$ cat src/rtl/instr_mem_fetch.sv
// Run-time loadable instruction store with a valid/ready fetch port.
// One-cycle read latency, backpressure, flush, error flagging and fetch count.
module instr_mem_fetch #(
  parameter int ADDR_W = 32,
  parameter int DATA_W = 32,
  parameter int DEPTH = 64,
  parameter logic [DATA_W-1:0] OOR_WORD = '0,
  parameter int CNT_W = 16,
  localparam int IDX_W = $clog2(DEPTH)
) (
  input  logic              clk,
  input  logic              rst_n,
  input  logic              req_valid,
  output logic              req_ready,
  input  logic [ADDR_W-1:0] req_addr,
  output logic              rsp_valid,
  input  logic              rsp_ready,
  output logic [DATA_W-1:0] rsp_instr,
  output logic              rsp_err,
  input  logic              flush,
  input  logic              prog_en,
  input  logic [IDX_W-1:0]  prog_addr,
  input  logic [DATA_W-1:0] prog_data,
  output logic [CNT_W-1:0]  fetch_cnt
);

  localparam logic [ADDR_W-2:0] LIMIT =
    (ADDR_W-1)'(DEPTH);

  logic [DATA_W-1:0] mem [DEPTH];
  logic [ADDR_W-3:0] widx;
  logic [IDX_W-1:0]  idx;
  logic              misal;
  logic              oor;
  logic              err;
  logic              accept;

  assign widx  = req_addr[ADDR_W-1:2];
  assign idx   = req_addr[IDX_W+1:2];
  assign misal = |req_addr[1:0];
  assign oor   = {1'b0, widx} >= LIMIT;
  assign err   = misal | oor;

  assign req_ready = rst_n && !prog_en && !flush &&
                     (!rsp_valid || rsp_ready);
  assign accept = req_valid && req_ready;

  // Store is not reset so a program survives rst_n.
  always_ff @(posedge clk) begin
    if (prog_en) begin
      mem[prog_addr] <= prog_data;
    end
  end

  always_ff @(posedge clk or negedge rst_n) begin
    if (!rst_n) begin
      rsp_valid <= 1'b0;
      rsp_instr <= '0;
      rsp_err   <= 1'b0;
    end else if (accept) begin
      rsp_valid <= 1'b1;
      rsp_instr <= err ? OOR_WORD : mem[idx];
      rsp_err   <= err;
    end else if (flush || rsp_ready) begin
      rsp_valid <= 1'b0;
    end
  end

  always_ff @(posedge clk or negedge rst_n) begin
    if (!rst_n) begin
      fetch_cnt <= '0;
    end else if (accept && fetch_cnt != '1) begin
      fetch_cnt <= fetch_cnt + 1'b1;
    end
  end

endmodule

$ cat config.mk
export PLATFORM = sky130hd
export DESIGN_NAME = instr_mem_fetch
export DESIGN_NICKNAME = d
export VERILOG_FILES = /design/src/rtl/instr_mem_fetch.sv
export SDC_FILE = /design/constraint.sdc
export NUM_CORES = 2
export LEC_CHECK = 0
export CORE_MARGIN = 5
export CORE_UTILIZATION = 55
export CTS_BUF_LIST = sky130_fd_sc_hd__clkbuf_16
export DETAILED_ROUTE_END_ITERATION = 16
export HOLD_SLACK_MARGIN = 0.15
export PLACE_DENSITY_LB_ADDON = 0.08
export SYNTH_ARGS = -nofsm -noshare
export SYNTH_HDL_FRONTEND = slang
export SYNTH_SLANG_ARGS = --single-unit
$ cat constraint.sdc
create_clock -name clk -period 2.2 [get_ports clk]
set_input_delay 0.33 -clock clk [delete_from_list [all_inputs] [get_ports clk]]
set_output_delay 0.33 -clock clk [all_outputs]
set_load 0.01 [all_outputs]
==> out/qor.yml <==
finalMaxSlewViolations: 0
reg2reg_from: "mem[22][13]"
nets: 4427
setup.worst_path.start: "req_addr[3]"
synth-seq-cells: 2098
drc_errors: 0
cpMaxStageDelayCell: "o31ai_2"
row_count: 139
grt_antenna_before_repair: 9
mostFrequentLayoutCells: "2048 x edfxtp_1, 384 x mux4_2, 305 x buf_4"
yosysUniqueCellTypes: 44
gp_congestion: 0.852
finalClockSkew_ps: 22.6
power.total_uw: 82400
cp_slowest_stage_delay_ps: 490
detail_route.wl_per_cell_um: 31.7
port_buffers: 126
cap_viol_max_count: 0
drt_iter0_drc: 4311
postSynthAreaPerCell_um2: 21.6
power_per_cell_area_mw_per_mm2: 862
fin_util_pct: 66.5
coreArea_mm2: 0.144
timing.final.crit_share_pct: 99.9
firstDrtPassIters: 5
worstSetupEndpointType: "register"
grt_max_degree: 65
mappedNetlistArea_mm2: 0.0797
placed_area_mm2: 0.0888
hold_class: "input port to register"
yosys_warnings: 0
critPathKind: "input port to register"
crit_chain: "clkdlybuf4s50_1, buf_12, buf_4, nand4bb_2, buf_4, o22ai_1, or4_1, o31ai_2, o211ai_1"
grt-ovfl-total: 0
grt_pass1_vias: 41700
ir_worst_vdd_uv: 754
dp_hpwl_mm: 125
ff2ff_path_depth: 5
tns_ps: 0
synthCells: 3700
cpMostUsedCell: "buf_4"
yosysSeqAreaShare_pct: 78.7
cts_tree: "done"
r2r_end: "rsp_instr[13]"
fp.dieArea_mm2: 0.153
vias_per_cell: 6.34
setup_viol: 0
required_ps: 2860
grt_first_pass_wirelength_mm: 294
outcome: "completed"
layout_commonest_cell: "edfxtp_1"
rsz0062_at_grt: "false"
met3_length_mm: 19.1
clk_latency_ps: 820
cts-buffers-inserted: 206
relSlewSlack_pct: 31.0
fp.dieH_um: 391
num_vias: 40700
final_cell_area_mm2: 0.0956
r2r_setup_slack_ps: 100
min_delay_path_depth: 2
top_layer: "met5"
initial_core_util_pct: 55.4
fillCellCount: 9209
syn-num-nets: 3777
worst_ep_arrival_time_ps: 2860
drt-total-wl_mm: 203
ant_nets: 0
clockBufferDepth: 3
cts_root_buf: "clkbuf_16"
endpoint: "rsp_instr[9]"
hold_violations: 0
worst_pin_slew_ps: 1030
p_leak_uw: 0.0320
crit_fanout: 11
die_w_um: 391
cts_max_level: 4
ios: 127
synth-edff-count: 2048
synth_flop_cell: "edfxtp_1"
wl_met1_mm: 82.3
drive_above_1_share_pct: 28.5
area_growth_pct: 19.9
fmax_mhz: 455
grtUsageTotal_pct: 27.0
wl_met2_mm: 96.8
clock-sinks: 2098
postSynth.asyncResetShare_pct: 2.38
hold-worst-slack_ps: 186
fin_crit_ps: 2200
clkSlewWorstSetupHoldPaths_ps: 60
cp-start-kind: "input port"
through the flow:
stage	setup WS [ps]	cells
after floorplan	-484	3700
after global placement	-1280	6009
after detailed placement	-1250	6009
after CTS	0.986	6419
after global routing	1.09	6419
final	2.29	6423
worst max-delay path, delay by kind of cell:
kind | cells | cell delay [ps]
compound gates | 3 | 810
buf+inv | 4 | 1040
simple gates | 2 | 660
kinds of logic (layout without fill, tap and decap cells):
group,Yosys count,after routing,synth area share (%)
DFF,2098,2098,78.7
muxes,673,673,14.5
AOI/OAI and AO/OA,421,421,3.60
and+or+nand+nor,282,282,1.71
buffers and inverters,211,1027,1.35
xor gates and xnor gates,14,14,0.154
adders and majority gates,1,1,0.0157
other,0,4,0
state kept, by name (all words and copies together), names as in the netlist:
register and flops:
mem 2048, rsp_err 1, rsp_valid 1, rsp_instr 32
fetch_cnt 16
cells in the mapped netlist (all sizes together), types with 2 or more instances:
cell	number	share of area, %
a21oi	66	0.41
xnor2	9	0.099
nand4b	4	0.044
a22o	32	0.35
nor3	6	0.038
edfxtp	2048	77
nand4bb	3	0.042
nor2	108	0.51
xor2	5	0.055
dfrtp	50	1.6
or4	32	0.30
nand2b	4	0.031
a22oi	128	1.2
mux4	384	11
and3	3	0.024
nand2	79	0.37
mux2i	288	3.6
buf	144	1.0
nor4	8	0.071
inv	2	0.0094
nand4	8	0.063
nand3	12	0.075
o31ai	32	0.30
clkbuf	65	0.31
nand3b	2	0.019
o211ai	32	0.30
nor2b	7	0.055
o22ai	128	1.0
final cells by class:
class | count | area, um2 | share of cell area (%)
antenna | 4 | 10.0 | 0.0105
tap | 1903 | 2380 | 2.49
multi-input combinational | 1391 | 16500 | 17.3
clock inverter | 167 | 1280 | 1.34
sequential | 2098 | 62800 | 65.7
timing repair buffer | 651 | 7470 | 7.82
inverter | 2 | 7.51 | 0.00785
clock buffer | 207 | 5180 | 5.42
report_power, final:
part | leakage [uW] | total [uW] | switching [uW] | internal (uW)
sequential | 0.0191 | 44300 | 104 | 44200
combinational | 0.00956 | 4490 | 2530 | 1960
clock | 0.00339 | 33600 | 14300 | 19300
total | 0.0320 | 82400 | 17000 | 65400
metal layers:
| metal | GRT usage, % | up-vias |
|---|---|---|
| met1 | 39.0 | 21600 |
| met2 | 42.5 | 1891 |
| met3 | 6.22 | 285 |
| met4 | 7.18 | 6 |
| li1 | - | 16900 |
| met5 | 0 | - |
repair_timing:
item / 4_1_cts / 5_1_grt
setup endpoints to repair: 40 / 2
gates resized for setup: 51 / 2
hold endpoints to repair: 1347 / 0
setup buffers: 5 / 0
hold buffers: 31 / 0
worst min path at each step:
stage                  startpoint       endpoint
finish              prog_data[13]     mem[3][13]
global route        prog_data[30]    mem[10][30]
CTS                 prog_data[28]    mem[30][28]
detailed placement  rsp_instr[11]  rsp_instr[11]
global placement    rsp_instr[11]  rsp_instr[11]
floorplan                   rst_n   fetch_cnt[0]
Power figures use the tool's default switching activity.
